==> src/rtl/sat_addsub_pipe.sv <==
// sat_addsub_pipe: pipelined saturating signed adder/subtractor.
// The WIDTH-bit carry chain is split into STAGES registered segments of
// WIDTH/STAGES bits each. Packed mode (op[1]) cuts carries at every LANE_W
// boundary and saturates each lane on its own.
// Legal configurations: STAGES in {1,2,4}, LANE_W divides WIDTH and
// WIDTH/STAGES is a multiple of LANE_W, so every segment starts on a lane LSB.
//
// Handshake: a beat moves on an edge where valid & ready are both high.
// Input beats are accepted when in_valid & in_ready. A result is consumed
// when out_valid & out_ready. While out_valid & !out_ready, sum, the flags
// and out_valid hold steady. in_ready is combinational from out_ready.
//
// Optional macro SAT_ADDSUB_STICKY_OVF_EN adds ovf_clr / ovf_sticky: a sticky
// overflow bit set by any consumed result with flag_v=1 and cleared by
// ovf_clr. If set and clear happen in the same cycle, set wins.
module sat_addsub_pipe #(
  parameter int WIDTH  = 16,
  parameter int STAGES = 2,
  parameter int LANE_W = 4
) (
  input  logic             clk,
  input  logic             rst,
  input  logic             in_valid,
  output logic             in_ready,
  input  logic [WIDTH-1:0] a,
  input  logic [WIDTH-1:0] b,
  input  logic [1:0]       op,
  output logic             out_valid,
  input  logic             out_ready,
  output logic [WIDTH-1:0] sum,
  output logic             flag_n,
  output logic             flag_z,
  output logic             flag_v
`ifdef SAT_ADDSUB_STICKY_OVF_EN
  ,
  input  logic             ovf_clr,
  output logic             ovf_sticky
`endif
);

  localparam int SEG_W  = WIDTH / STAGES;
  localparam int NLANES = WIDTH / LANE_W;

  // Per-stage beat state. Entries 0..STAGES-2 hold partially added beats:
  // operand A, effective B (already inverted for subtract), the result bits
  // finished so far, the carry out of the last finished segment, and the
  // mode bits. The last stage is the output register (sum and flags).
  logic [STAGES-1:0] v_q, v_d;
  logic [STAGES-1:0] c_q, c_d;
  logic [STAGES-1:0] pk_q, pk_d;
  logic [STAGES-1:0] sub_q, sub_d;
  logic [WIDTH-1:0]  a_q [STAGES];
  logic [WIDTH-1:0]  a_d [STAGES];
  logic [WIDTH-1:0]  bx_q [STAGES];
  logic [WIDTH-1:0]  bx_d [STAGES];
  logic [WIDTH-1:0]  r_q [STAGES];
  logic [WIDTH-1:0]  r_d [STAGES];

  logic [WIDTH-1:0]  sum_q, sum_d;
  logic              fn_q, fn_d;
  logic              fz_q, fz_d;
  logic              fv_q, fv_d;

  // What each stage would load this cycle: stage 0 takes the input port,
  // stage s takes the contents of stage s-1.
  logic [STAGES-1:0] src_v, src_c, src_pk, src_sub;
  logic [WIDTH-1:0]  src_a [STAGES];
  logic [WIDTH-1:0]  src_b [STAGES];
  logic [WIDTH-1:0]  src_r [STAGES];
  logic [WIDTH:0]    seg_res [STAGES];
  logic [WIDTH:0]    sat_res;

  // adv[s]: stage s may load this cycle (empty, or its contents move on).
  logic [STAGES-1:0] adv;

  // Ripple-add the bits of segment seg. In packed mode every lane LSB gets
  // the subtract carry-in instead of the running carry, so no carry ever
  // crosses a lane boundary. Returns {carry_out, updated_result}.
  function automatic logic [WIDTH:0] add_seg(
    input logic [WIDTH-1:0] x,
    input logic [WIDTH-1:0] y,
    input logic [WIDTH-1:0] r,
    input logic             cin,
    input logic             pk,
    input logic             sub,
    input int               seg
  );
    logic [WIDTH-1:0] res;
    logic             c;
    logic             ci;
    res = r;
    c   = cin;
    ci  = 1'b0;
    for (int i = 0; i < WIDTH; i++) begin
      if (i >= seg * SEG_W && i < (seg + 1) * SEG_W) begin
        ci     = (pk && (i % LANE_W == 0)) ? sub : c;
        res[i] = x[i] ^ y[i] ^ ci;
        c      = (x[i] & y[i]) | (ci & (x[i] ^ y[i]));
      end
    end
    return {c, res};
  endfunction

  // Clamp a raw result. Overflow when A and effective B share a sign and
  // the raw result sign differs; clamp toward A's sign. Returns {v, sat}.
  function automatic logic [WIDTH:0] saturate(
    input logic [WIDTH-1:0] x,
    input logic [WIDTH-1:0] y,
    input logic [WIDTH-1:0] r,
    input logic             pk
  );
    logic [WIDTH-1:0] res;
    logic             v;
    int               msb;
    res = r;
    v   = 1'b0;
    msb = 0;
    if (pk) begin
      for (int l = 0; l < NLANES; l++) begin
        msb = l * LANE_W + LANE_W - 1;
        if ((x[msb] == y[msb]) && (r[msb] != x[msb])) begin
          v = 1'b1;
          for (int k = 0; k < LANE_W; k++) begin
            res[l * LANE_W + k] = (k == LANE_W - 1) ? x[msb] : ~x[msb];
          end
        end
      end
    end else begin
      if ((x[WIDTH-1] == y[WIDTH-1]) && (r[WIDTH-1] != x[WIDTH-1])) begin
        v = 1'b1;
        for (int k = 0; k < WIDTH; k++) begin
          res[k] = (k == WIDTH - 1) ? x[WIDTH-1] : ~x[WIDTH-1];
        end
      end
    end
    return {v, res};
  endfunction

  // Backpressure chain: stage s advances unless it and every stage after it
  // are full while the consumer is stalling.
  always_comb begin
    logic all_v;
    all_v = 1'b1;
    adv   = '0;
    for (int s = STAGES - 1; s >= 0; s--) begin
      all_v  = all_v & v_q[s];
      adv[s] = out_ready | ~all_v;
    end
  end

  assign in_ready  = adv[0];
  assign out_valid = v_q[STAGES-1];
  assign sum       = sum_q;
  assign flag_n    = fn_q;
  assign flag_z    = fz_q;
  assign flag_v    = fv_q;

  // Datapath next state: add one segment per stage, saturate in the last.
  always_comb begin
    v_d     = v_q;
    c_d     = c_q;
    pk_d    = pk_q;
    sub_d   = sub_q;
    sum_d   = sum_q;
    fn_d    = fn_q;
    fz_d    = fz_q;
    fv_d    = fv_q;
    sat_res = '0;
    src_v   = '0;
    src_c   = '0;
    src_pk  = '0;
    src_sub = '0;
    for (int s = 0; s < STAGES; s++) begin
      a_d[s]     = a_q[s];
      bx_d[s]    = bx_q[s];
      r_d[s]     = r_q[s];
      src_a[s]   = '0;
      src_b[s]   = '0;
      src_r[s]   = '0;
      seg_res[s] = '0;
    end

    src_v[0]   = in_valid;
    src_a[0]   = a;
    src_b[0]   = op[0] ? ~b : b;
    src_r[0]   = '0;
    src_c[0]   = op[0];
    src_pk[0]  = op[1];
    src_sub[0] = op[0];
    for (int s = 1; s < STAGES; s++) begin
      src_v[s]   = v_q[s-1];
      src_a[s]   = a_q[s-1];
      src_b[s]   = bx_q[s-1];
      src_r[s]   = r_q[s-1];
      src_c[s]   = c_q[s-1];
      src_pk[s]  = pk_q[s-1];
      src_sub[s] = sub_q[s-1];
    end

    for (int s = 0; s < STAGES; s++) begin
      seg_res[s] = add_seg(src_a[s], src_b[s], src_r[s], src_c[s],
                           src_pk[s], src_sub[s], s);
      if (adv[s]) begin
        v_d[s] = src_v[s];
        if (src_v[s]) begin
          if (s == STAGES - 1) begin
            sat_res = saturate(src_a[s], src_b[s], seg_res[s][WIDTH-1:0], src_pk[s]);
            sum_d   = sat_res[WIDTH-1:0];
            fv_d    = sat_res[WIDTH];
            fn_d    = sat_res[WIDTH-1];
            fz_d    = (sat_res[WIDTH-1:0] == '0);
          end else begin
            a_d[s]   = src_a[s];
            bx_d[s]  = src_b[s];
            r_d[s]   = seg_res[s][WIDTH-1:0];
            c_d[s]   = seg_res[s][WIDTH];
            pk_d[s]  = src_pk[s];
            sub_d[s] = src_sub[s];
          end
        end
      end
    end
  end

  // Pipeline registers; reset drops every in-flight beat at once.
  always_ff @(posedge clk or posedge rst) begin
    if (rst) begin
      v_q   <= '0;
      c_q   <= '0;
      pk_q  <= '0;
      sub_q <= '0;
      sum_q <= '0;
      fn_q  <= 1'b0;
      fz_q  <= 1'b0;
      fv_q  <= 1'b0;
      for (int s = 0; s < STAGES; s++) begin
        a_q[s]  <= '0;
        bx_q[s] <= '0;
        r_q[s]  <= '0;
      end
    end else begin
      v_q   <= v_d;
      c_q   <= c_d;
      pk_q  <= pk_d;
      sub_q <= sub_d;
      sum_q <= sum_d;
      fn_q  <= fn_d;
      fz_q  <= fz_d;
      fv_q  <= fv_d;
      for (int s = 0; s < STAGES; s++) begin
        a_q[s]  <= a_d[s];
        bx_q[s] <= bx_d[s];
        r_q[s]  <= r_d[s];
      end
    end
  end

`ifdef SAT_ADDSUB_STICKY_OVF_EN
  logic ovf_sticky_q, ovf_sticky_d;

  // Sticky overflow: clear first so a same-cycle set overrides it.
  always_comb begin
    ovf_sticky_d = ovf_sticky_q;
    if (ovf_clr) begin
      ovf_sticky_d = 1'b0;
    end
    if (out_valid && out_ready && fv_q) begin
      ovf_sticky_d = 1'b1;
    end
  end

  // Sticky overflow register.
  always_ff @(posedge clk or posedge rst) begin
    if (rst) begin
      ovf_sticky_q <= 1'b0;
    end else begin
      ovf_sticky_q <= ovf_sticky_d;
    end
  end

  assign ovf_sticky = ovf_sticky_q;
`endif

endmodule

==> config.mk <==
export PLATFORM = sky130hd
export DESIGN_NAME = sat_addsub_pipe
export DESIGN_NICKNAME = d
export VERILOG_FILES = /design/src/rtl/sat_addsub_pipe.sv
export SDC_FILE = /design/constraint.sdc
export NUM_CORES = 1
export LEC_CHECK = 0
export CORE_MARGIN = 10
export CORE_UTILIZATION = 50
export DETAILED_ROUTE_END_ITERATION = 6
export PLACE_DENSITY = 0.74
export SLEW_MARGIN = 20
export SYNTH_ARGS = -nofsm -noshare
export SYNTH_HDL_FRONTEND = slang
export SYNTH_SLANG_ARGS = --single-unit
==> constraint.sdc <==
create_clock -name clk -period 6 [get_ports clk]
set_clock_uncertainty 0.1 [all_clocks]
set_input_delay 1.8 -clock clk [delete_from_list [all_inputs] [get_ports clk]]
set_output_delay 1.8 -clock clk [all_outputs]
set_load 0.05 [all_outputs]
* Word-level counts from Yosys, hierarchy flattened
Index checks and enable logic that the tools add are counted. W data, S select, Z words.
Word-level totals: input bits 38, bits in registers 64, logic and storage cells 132
Operators by class: mux-type cells 18, bitwise gates (word level) 87, reductions and logical operators 7, equal/unequal tests 8
Operators by type and width (count):
- $mux W16 | 5
- $xor A1 B1 Y1 | 32
- $and A1 B1 Y1 | 31
- $or A1 B1 Y1 | 17
- $logic_not A16 Y1 | 1
- $mux W4 | 4
- $not A16 Y16 | 1
- $mux W1 | 9
- $not A1 Y1 | 6
- $eq A1 B1 Y1 | 4
- $logic_and A1 B1 Y1 | 4
- $ne A1 B1 Y1 | 4
- $reduce_and A2 Y1 | 2

* Logic depth before layout (Yosys ltp)
Gate-level depths: netlist of run 1.
depth in word-level cells 24, mapped depth 21, gate-level depth less buffers 18

* Worst setup path after synthesis of run 1
Ideal clock, no wire load.
path type input -> register, from input op[0], to register r_q[23] (netlist bit), arrival 5.469 ns, stages 14, required time 5.775 ns, path buffers 2, setup slack 0.306 ns, path through buf_2 buf_2 xnor2_1 fa_1 fa_1 fa_1 inv_1 mux2i_1 fa_1 fa_1 fa_1 inv_1 fa_1 mux2_2
RTL lines:
- start, declared | line 27 | input logic [1:0] op,
- end signal, assigned by index | line 253 | r_q[s] <= r_d[s];
- end, declared | line 56 | logic [WIDTH-1:0] r_q [STAGES];

==> results of run 1 <==
routing by layer:
layer / part of all wire [%] / vias to the layer above
met5: 0 / -
met4: 1.4 / 0
met3: 5.4 / 5
met2: 45 / 52
met1: 48 / 1059
li1: - / 1155
cell type report:
| class | count | area share (%) |
|---|---|---|
| sequential | 51 | 34.30 |
| tap | 75 | 2.522 |
| clock buffer | 6 | 1.950 |
| inverter | 22 | 2.253 |
| timing repair buffer | 61 | 16.21 |
| multi-input combinational | 219 | 42.77 |
cell families (layout without fill, tap and decap cells):
kind of cell	count (synthesis)	after routing	share of synthesized area (%)
compound gates	87	87	16.76
xor+xnor	17	17	4.899
fa+ha+maj	17	17	10.95
buf+inv	39	89	5.640
flops	51	51	41.99
mux	18	18	6.546
simple gates	80	80	13.22
worst paths after layout:
| check | startpoint | endpoint | slack (ns) | depth (start not counted) |
|---|---|---|---|---|
| min in group asynchronous | rst | a_q[27]$_DFFE_PP0P_ | 1.87 | 2 |
| worst min register to register | sum[0]$_DFFE_PP0P_ | sum[0]$_DFFE_PP0P_ | 0.38 | 2 |
| worst max-delay path | op[0] | r_q[23]$_DFFE_PP0P_ | 0.30 | 13 |
| max in group asynchronous | rst | bx_q[23]$_DFFE_PP0P_ | 3.44 | 2 |
| worst min-delay path | sum[0]$_DFFE_PP0P_ | sum[0]$_DFFE_PP0P_ | 0.38 | 2 |
| worst max register to register | pk_q[0]$_DFFE_PP0P_ | flag_z$_DFFE_PP0P_ | 0.79 | 18 |
power by group:
part	internal (uW)	switching (uW)	total (uW)	leakage, uW
clock network	78.0	102	180	0.0000371
registers	430	71.8	502	0.000611
logic	286	443	728	0.000932
flip-flops by register name, indices dropped and copies added, names as in the netlist:
signal and cells:
v_q 2, sum 16, c_q 1, flag_v 1, pk_q 1, bx_q 10
flag_z 1, sub_q 1, a_q 10, r_q 8
Yosys cell counts (6+ instances only):
master | number | area, sq um
sky130_fd_sc_hd__nand2_1 | 37 | 138.9
sky130_fd_sc_hd__inv_1 | 21 | 78.83
sky130_fd_sc_hd__xnor2_1 | 12 | 105.1
sky130_fd_sc_hd__dfrtp_1 | 51 | 1276
sky130_fd_sc_hd__nand2b_1 | 6 | 37.54
sky130_fd_sc_hd__o21ai_0 | 40 | 200.2
sky130_fd_sc_hd__mux2_2 | 7 | 78.83
sky130_fd_sc_hd__clkbuf_1 | 7 | 26.28
sky130_fd_sc_hd__a21oi_1 | 21 | 105.1
sky130_fd_sc_hd__nor2_1 | 17 | 63.81
sky130_fd_sc_hd__fa_1 | 16 | 320.3
sky130_fd_sc_hd__mux2_1 | 8 | 90.09
metrics by stage:
| stage | hold WS (ns) | TNS [ns] | setup slack (ns) |
|---|---|---|---|
| floorplan | 0.3602 | 0 | 0.3063 |
| global placement | 0.3615 | 0 | 0.02271 |
| detailed placement | 0.3699 | -0.05006 | -0.05006 |
| CTS | 0.3882 | 0 | 0.2646 |
| global route | 0.4107 | 0 | 0.1679 |
| finish | 0.3836 | 0 | 0.3043 |
worst register-to-register path, delay by kind of cell, from the launching register on:
kind / cells / cell delay, ns
adders and majority gates: 8 / 2.70
AOI/OAI and AO/OA: 4 / 1.06
muxes: 2 / 0.51
DFF: 1 / 0.35
and+or+nand+nor: 1 / 0.26
buffers and inverters: 3 / 0.18
==> results.txt, run 1 <==
* Status: completed
* Number of I/O port buffers: 58
- Dividing the detail-routed wire length by the instance count gives 14.20 um.
- Pin count of the biggest net entering global routing: 52
* Buffer count from post-CTS setup fixing: 0
* DIE HEIGHT: 97.97 um
- On the worst path, the slowest cell contributes a delay of 0.63 ns.
- Crit path max fanout: 5
- The clock tree synthesis step divided the H-tree into 2 levels.
* Count of instances resized after the clock tree is built: 0
- Counting distinct cell types in the post-synthesis netlist gives between 40 and 50.
- Number of buffers inserted during clock tree synthesis: 5
- Nets@finish: 415
- For this run, global-route usage on met2 was measured as 21.17%.
- The number of hold buffers added after CTS was 0.
- Net count after synthesis: 364
- After detailed routing, the number of remaining DRC violations is 0.
- Main synth FF type: sky130_fd_sc_hd__dfrtp_1
- CP Data Required Time: 6.09 ns
* Number of hold violations in the final report: 0
- At the later pin of the worst-skew pair, clock insertion delay measures 0.30 ns.
- Kind of path behind the tightest hold check: reg -> reg
- Measured on the finished design, the core utilization comes to 62.85%.
* Critical path buffer and inverter count: 3
* Leak Pwr: 0.001580 uW
- Final design instance area without fill: 3721 sq um
- Filler Cells Inserted: 517
- Critical setup path kind: in -> reg
- Placed cell count: 428
- Overall power: roughly 1400 uW
- Initial antenna violation count: 0
* WP data arrival: between 5 and 6 ns
* Combined flip-flop and latch cell area: around 1300 sq um
* Antenna diode count: 0
* Nature of the critical path endpoint: flop
* Most frequent cells in the layout: sky130_fd_sc_hd__clkdlybuf4s50_1 (58), sky130_fd_sc_hd__dfrtp_1 (51), sky130_fd_sc_hd__o21ai_0 (40)
- Setup repair after global routing left no endpoint under its margin.
- Counting along the longest clock path gives a buffer depth of 2.
* Placement Rows: 28
- From synthesis to final layout, the design area changed by 22.44%.
- After synthesis, the mean cell area works out to ~9.8 sq um.
- Subtracting the final worst setup slack from the clock period gives 5.696 ns.
- Number of antenna-violating nets in the routed design: 0
- Post-synthesis cell area: ~3000 sq um
* Fmax: about 180 MHz
- PD cells: roughly 380 nW/um^2
* Final Max Slew Viols: 0
- The post-route netlist has between 5 and 6% of its cells at a drive strength greater than 1.
* Most frequent standard cell in the layout excluding fill and tap cells: sky130_fd_sc_hd__clkdlybuf4s50_1
* Max rail drop VDD: 0.2377 mV
- Total placed instance area: 3647 sq um
* Routed wire length: 6162 um
- The total overflow left after global routing is 0.
- The worst pin sits at a relative slew slack of 42.18%.
- TritonCTS clock tree: done
* Initial Util: 51.33%
- The first global-routing pass estimated 10960 um of wire.
* Global routing usage on met3: 3.242%
- Once layout is complete, the cells apart from fillers number 434.
- Cell count after synthesis: around 310
- Number of placed I/O pins: 59
* CP startpoint kind: input port
- Summing all multi-input logic gate instances after layout gives ~1600 sq um.
- The die covers about 9600 sq um.
* Final RePlAce weighted congestion: 0.9063
- Register bit count reported by yosys: 51
* Drt first pass iters: 4
* Clock-pin slew of the registers on the worst-case setup and hold paths: 0.08 ns
- Detailed placement ended at an HPWL of 4885 um.
* Fraction of registers with async set/reset: 100.0%
* Yosys warning total: 0
- Summing the sequential cell areas from Yosys gives 41.99% of the chip area.
- The tree built by TritonCTS fans out to 51 sinks.
* Standard cell with the maximum stage delay on the critical path: sky130_fd_sc_hd__clkdlybuf4s50_1
* First-iteration detailed-routing DRC count: 87
- GRT Resource Usage Total: 13.44%
- Via count normalized by instance count: approximately 5.2
- Worst path top cell family by delay: adder cells
- Measured slew at the worst slew-check pin: just under 0.9 ns
* Via count of the first global-routing pass: 2341
- CTS placed an instance of sky130_fd_sc_hd__clkbuf_8 at the clock tree root.
* Number of enable-type register cells in the synthesized netlist: 0
- The die is around 98 um wide.
- Global-route layer with the greatest usage: met2
- Crit-path cells: clkdlybuf4s50_1 > xnor2_1 > fa_1 > fa_1 > fa_1 > inv_1 > mux2i_1 > fa_1 > fa_1 > fa_1 > inv_1 > fa_1 > mux2_2
- Routed vias: 2271
* Core box area: approximately 5900 sq um
* Most frequent cell on the critical path: sky130_fd_sc_hd__fa_1
- Final-report setup violation count: 0
* GR met1 Demand/Resource: 17.27%
- Final worst-path cycle share: 94.93%
- The tool flagged a number of max-cap violations equal to 0.
(Power assumes the default switching activity.)
==> run 2: changes to the inputs <==
==> constraint.sdc (replaced) <==
create_clock -name clk -period 6 [get_ports clk]
set_clock_uncertainty 0.1 [all_clocks]
set_input_delay 1.8 -clock clk [delete_from_list [all_inputs] [get_ports clk]]
set_output_delay 1.8 -clock clk [all_outputs]
set_load 0.1 [all_outputs]
==> results.txt, run 2 (synthesized netlist as in run 1, its figures left out) <==
* Slew Limit Headroom: 35.04%
* Number of hold violations in the final report: 0
- Clock-pin slew of the registers on the worst-case setup and hold paths: 0.08 ns
- Final worst-path cycle share: 95.38%
* First-iteration detailed-routing DRC count: 141
* Detailed-route DRC error count: 0
- Post-CTS timing repair inserted 0 buffers for setup.
- Area of combinational cells with multiple inputs: 1592 sq um
- Leak Pwr: 0.001580 uW
- Filler Cells Inserted: ~520
- CP startpoint kind: input port
- Port buffering added 58 buffers.
* Routed vias: 2280
- The initial antenna violation count is 0.
* Final RePlAce weighted congestion: 0.9122
* Placement Rows: 28
* Setup slack of the critical path after layout: 0.2770 ns
* Drt first pass iters: 4
* Number of violations of the max-capacitance limit: 0
- The library cell used most frequently in the layout, excluding fill and tap cells, is sky130_fd_sc_hd__clkdlybuf4s50_1.
* Critical setup path kind: in -> reg
- Final sum of negative setup slack: 0 ns
* Initial Util: 51.33%
- Most frequent cell on the critical path: sky130_fd_sc_hd__fa_1
- Global routing used 13.44% of the available tracks across all layers.
* Core box area: about 5900 sq um
* Nature of the critical path endpoint: flop
- Of the total power, the share spent switching nets is approximately 50%.
* Fraction of power consumed by the clock network: about 11%
- H-tree Lvls: 2
* CTS Root Cell: sky130_fd_sc_hd__clkbuf_8
- Count of instances resized after the clock tree is built: 0
- Setup repair after global routing missed its margin: no
- Die footprint: 9597 sq um
* Per-cell routed wire length: 14.34 um
* Routed wire length: 6222 um
* Layout Area Growth over Synthesis: 22.35%
- The die is 97.97 um wide.
* Via count of the first global-routing pass: 2384
* Flip-flop count of the largest register after layout: 16
- Sequential power share: about 31%
- The number of antenna diodes in the final layout is 0.
* Placed cell count: 428
- Number of buffers inserted during clock tree synthesis: 5
- Cells with a size suffix above 1 make up 6.128% of the layout.
* Final-report setup violation count: 0
- Final instance count without filler cells: 434
- Hold WS: 0.3817 ns
- Total congestion overflow: 0
* Skew-Pair Late Insertion Delay: 0.30 ns
- DIE HEIGHT: about 100 um
- Standard cell with the maximum stage delay on the critical path: sky130_fd_sc_hd__clkdlybuf4s50_1
* Kind of path behind the tightest hold check: reg -> reg
- Proportion of power drawn by combinational gates: 57.5%
- Cell-internal power: 793.8 uW
- In the routed layout, each cell is associated on average with a via count of approximately 5.3.
- Entering global routing, the biggest net connects 52 pins.
- around 60 I/O pins were placed.
- After the last flow step, the layout net total stands at ~420.
- Power spread over the standard cell area amounts to ~430 nW/um^2.
- For this run, the slowest stage of the critical path takes around 0.64 ns.
* Placed wire-length estimate: 4925 um
- After layout, the minimum clock period comes to 5.723 ns.
- Most frequent cells in the layout: sky130_fd_sc_hd__clkdlybuf4s50_1 (57), sky130_fd_sc_hd__dfrtp_1 (51), sky130_fd_sc_hd__o21ai_0 (40)
- Switching power: 812.1 uW
- Total power for the finished layout comes to 1606 uW.
* Hold buffer count at CTS: 0
- CP Data Required Time: 6.09 ns
* Measured slew at the worst slew-check pin: around 0.97 ns
- Final Max Slew Viols: 0
- Post-placement setup slack: -0.07594 ns
- The critical path goes through clkdlybuf4s50_1 > xnor2_1 > fa_1 > fa_1 > fa_1 > inv_1 > mux2i_1 > fa_1 > fa_1 > fa_1 > inv_1 > fa_1 > mux2_2.
- CTS sink count: 51
- Status: completed
* Number of buffers on the longest clock path: 2
* TritonCTS clock tree: done
- Combined flip-flop and latch cell area: around 1300 sq um
* First-pass GRT wire length: about 11000 um
- Based on the critical path, the design can be clocked at up to 174.7 MHz.
- The worst-case IR drop observed on VDD is 0.3763 mV.
* Crit path max fanout: 5
- The detail route stage leaves a number of antenna-violating nets equal to 0.
- WP data arrival: 5.81 ns
run 2: changes by cell type in the layout (fill, tap and decap cells not counted):
cell | before | now
sky130_fd_sc_hd__clkdlybuf4s50_1 | 58 | 57
sky130_fd_sc_hd__buf_4 | 3 | 4
run 2: power groups by stage:
stage / registers, uW / logic (uW) / clock network [uW]
final: 503 / 923 / 180
after global routing: 518 / 999 / 199
after CTS: 504 / 927 / 185
after detailed placement: 511 / 926 / 0
after global placement: 506 / 913 / 0
after floorplan: 838 / 377 / 0
run 2: cell type report:
class | instances | share of cell area (%)
Multi-Input combinational cell | 219 | 42.80
Sequential cell | 51 | 34.32
Timing Repair Buffer | 61 | 16.15
Tap cell | 75 | 2.524
Inverter | 22 | 2.254
Clock buffer | 6 | 1.952
run 2: worst max-delay path, delay by kind of cell:
family,cells,cell delay [ns]
adder cells (fa/ha/maj),7,2.75
XOR/XNOR,1,0.15
multiplexers,2,0.34
buffers and inverters,3,0.77
run 2: metrics by stage:
step / utilization [%] / area (sq um)
floorplan: - / 3039
global placement: 61.56 / 3645
detailed placement: 61.56 / 3645
CTS: 62.79 / 3717
global route: 62.81 / 3719
finish: 62.81 / 3719
run 2: path summary, 6_finish.rpt:
| check | cells past startpoint | slack, ns | to | from |
|---|---|---|---|---|
| setup / recovery | 13 | 0.28 | r_q[23]$_DFFE_PP0P_ | op[0] |
| hold / removal | 2 | 0.38 | sum[13]$_DFFE_PP0P_ | sum[13]$_DFFE_PP0P_ |
| setup reg to reg | 18 | 0.88 | flag_z$_DFFE_PP0P_ | pk_q[0]$_DFFE_PP0P_ |
| hold reg to reg | 2 | 0.38 | sum[13]$_DFFE_PP0P_ | sum[13]$_DFFE_PP0P_ |
| max in group asynchronous | 2 | 3.44 | bx_q[23]$_DFFE_PP0P_ | rst |
| min in group asynchronous | 2 | 1.86 | sum[12]$_DFFE_PP0P_ | rst |
run 2: routing by layer:
| metal | global-route usage, % | wire (um) |
|---|---|---|
| met1 | 16.79 | 2816 |
| met2 | 21.47 | 2877 |
| met3 | 4.228 | 441 |
| met4 | 4.474 | 85 |
| met5 | 0 | 0 |
==> run 3: changes to the inputs <==
--- a/config.mk
+++ b/config.mk
@@ -5,7 +5,8 @@
 export SDC_FILE = /design/constraint.sdc
 export NUM_CORES = 1
 export LEC_CHECK = 0
-export CORE_MARGIN = 10
+export ABC_CLOCK_PERIOD_IN_PS = 6000
+export CORE_MARGIN = 2
 export CORE_UTILIZATION = 50
 export DETAILED_ROUTE_END_ITERATION = 6
 export PLACE_DENSITY = 0.74
==> results.txt, run 3 (synthesized netlist as in run 1, its figures left out) <==
* Skew-Pair Late Insertion Delay: 0.30 ns
- For this block, the routed nets add up to 6292 um of wire.
- The tree built by TritonCTS fans out to 51 sinks.
* Fraction of layout instances using a drive strength above 1: 6.648%
- The number of pins exceeding their max-slew limit in the final report came to 0.
- The detail route stage leaves a number of antenna-violating nets equal to 0.
- Leak Pwr: 0.001585 uW
- Total congestion overflow: 0
- CP Data Required Time: 6.08 ns
- Detailed-route DRC error count: 0
* Pin count of the biggest net entering global routing: 52
- Fmax: 176.5 MHz
- Fraction of power consumed by the clock network: between 10% and 20%
- Final instance count without filler cells: 436
- Max rail drop VDD: 0.2993 mV
- Once the clock tree was built, the resizer swapped 0 gates to a different size.
* Measured slew at the worst slew-check pin: just under 1 ns
- CTS Root Cell: sky130_fd_sc_hd__clkbuf_8
- After routing, the total negative slack on setup checks comes to 0 ns.
* Flip-flop count of the largest register after layout: 16
- The total area inside the core boundary comes to 5886 sq um.
- DIE HEIGHT: 81.97 um
* Combined flip-flop and latch cell area: ~1300 sq um
- The library cell used most frequently in the layout, excluding fill and tap cells, is sky130_fd_sc_hd__clkdlybuf4s50_1.
- Placed wire-length estimate: 4817 um
- Summing all multi-input logic gate instances after layout gives roughly 1600 sq um.
* Standard cell with the maximum stage delay on the critical path: sky130_fd_sc_hd__clkdlybuf4s50_1
- First-pass GRT wire length: 10160 um
- In this run the worst hold path is classified as reg -> reg.
- Dividing total power by cell area gives a power density of 435.5 nW/um^2.
- Hold buffer count at CTS: 0
- During I/O placement, the number of pins put on the boundary was 59.
* Cell-internal power: 798.2 uW
* Post-placement setup slack: -0.003313 ns
- The final critical path takes up 94.40% of the cycle.
- Proportion of power drawn by combinational gates: 57.3%
* CP startpoint kind: input port
- Setup slack of the critical path after layout: 0.3357 ns
* Most frequent cell on the critical path: sky130_fd_sc_hd__fa_1
- Placement Rows: 28
* Crit-path cells: clkdlybuf4s50_1 > xnor2_1 > fa_1 > fa_1 > fa_1 > inv_1 > mux2i_1 > fa_1 > fa_1 > fa_1 > inv_1 > fa_1 > mux2_2
- The worst hold path passes through 2 cells.
- Die width: 81.97 um
* WP data arrival: 5.75 ns
- Summing over every cut layer, the via total after detailed routing is ~2300.
- Layout Area Growth over Synthesis: 22.73%
- The worst register-to-register path has a depth of 18.
- Per-cell routed wire length: approximately 14 um
* Number of I/O port buffers: 58
* First-iteration detailed-routing DRC count: 190
- Drt first pass iters: 4
- Sw frac: 50.86%
- Placed cell count: 428
- Slowest Stage Delay on Critical Path: ~0.59 ns
- Setup repair after global routing left no endpoint under its margin.
* Critical setup path kind: in -> reg
* Number of buffers on the longest clock path: 2
- Final RePlAce weighted congestion: about 0.88
- The H-tree was split into 2 levels.
- The via count of the first global-routing pass is approximately 2200.
- Die footprint: 6718 sq um
* Number of violations of the max-capacitance limit: 0
* Final design utilization: 63.37%
* Min Clock Period, post-route: around 5.7 ns
- The analysis attributes to net switching a power of ~830 uW.
* Slew Limit Headroom: 35.55%
* Antenna diode count: 0
- After clock tree synthesis, the clock-pin slew on the worst setup and hold paths is around 0.090 ns.
* Number of hold violations in the final report: 0
- Counting the fill cells in the layout gives 521.
* GRT Resource Usage Total: 20.09%
- After clock tree synthesis, the setup repair step added 0 buffers.
- Setup violations remaining at the end of the flow were counted as 0.
- Via count normalized by instance count: 5.385
- Nets@finish: a little over 400
* Status: completed
- Crit path max fanout: 3
- Leaving out fill and tap cells, the most frequent cells in the layout are sky130_fd_sc_hd__clkdlybuf4s50_1 (57), sky130_fd_sc_hd__dfrtp_1 (51), sky130_fd_sc_hd__o21ai_0 (40).
- For this configuration, the core starts out at a cell density of 51.64%.
- The initial antenna violation count came to 0.
- TritonCTS built the clock tree.
- On the final layout, the worst hold slack is 0.3838 ns.
- STA classifies the critical path endpoint as a flop.
- The share of total power dissipated in sequential elements is 31.0%.
* Number of buffers inserted during clock tree synthesis: 5
[run 3: cell count changes in the layout (fill, tap and decap cells not counted), sizes merged]
| cell | change |
|---|---|
| clkbuf | +1 |
| clkinv | +1 |
[run 3: cell type report]
cell class	instances	share of cell area (%)
Multi-Input combinational cell	219	42.74
Sequential cell	51	34.22
Timing Repair Buffer	61	16.10
Tap cell	75	2.516
Inverter	22	2.248
Clock buffer	7	2.046
Clock inverter	1	0.1342
[run 3: worst paths after layout]
kind / startpoint / end / slack (ns)
worst max-delay path: op[0] / r_q[23]$_DFFE_PP0P_ / 0.34
worst min-delay path: sum[8]$_DFFE_PP0P_ / sum[8]$_DFFE_PP0P_ / 0.38
worst max register to register: pk_q[0]$_DFFE_PP0P_ / flag_z$_DFFE_PP0P_ / 0.84
worst min register to register: sum[8]$_DFFE_PP0P_ / sum[8]$_DFFE_PP0P_ / 0.38
max in group asynchronous: rst / c_q[0]$_DFFE_PP0P_ / 3.40
min in group asynchronous: rst / sum[13]$_DFFE_PP0P_ / 1.86
[run 3: layer usage]
| metal | GRT usage [%] | wire length, um |
|---|---|---|
| met1 | 27.34 | 2865 |
| met5 | 0 | 0 |
| met4 | 7.000 | 117 |
| met2 | 32.76 | 3012 |
| met3 | 3.187 | 297 |
[run 3: worst max-delay path: cells and delay by family]
family / cells / cell delay [ns]
xor+xnor: 1 / 0.13
fa+ha+maj: 7 / 2.73
buf+inv: 3 / 0.73
mux: 2 / 0.34
[run 3: stage by stage]
step,total power [uW],cell area (sq um)
CTS,1631,3726
global route,1723,3730
detailed placement,1439,3645
floorplan,1215,3039
global placement,1414,3645
finish,1624,3730
[run 3: power groups by stage]
| stage | clock, uW | combinational [uW] | sequential [uW] |
|---|---|---|---|
| 6_report | 190 | 931 | 503 |
| 5_1_grt | 211 | 997 | 515 |
| 4_1_cts | 198 | 930 | 504 |
| 3_5_place_dp | 0 | 928 | 511 |
| 3_3_place_gp | 0 | 909 | 506 |
| 2_1_floorplan | 0 | 377 | 838 |
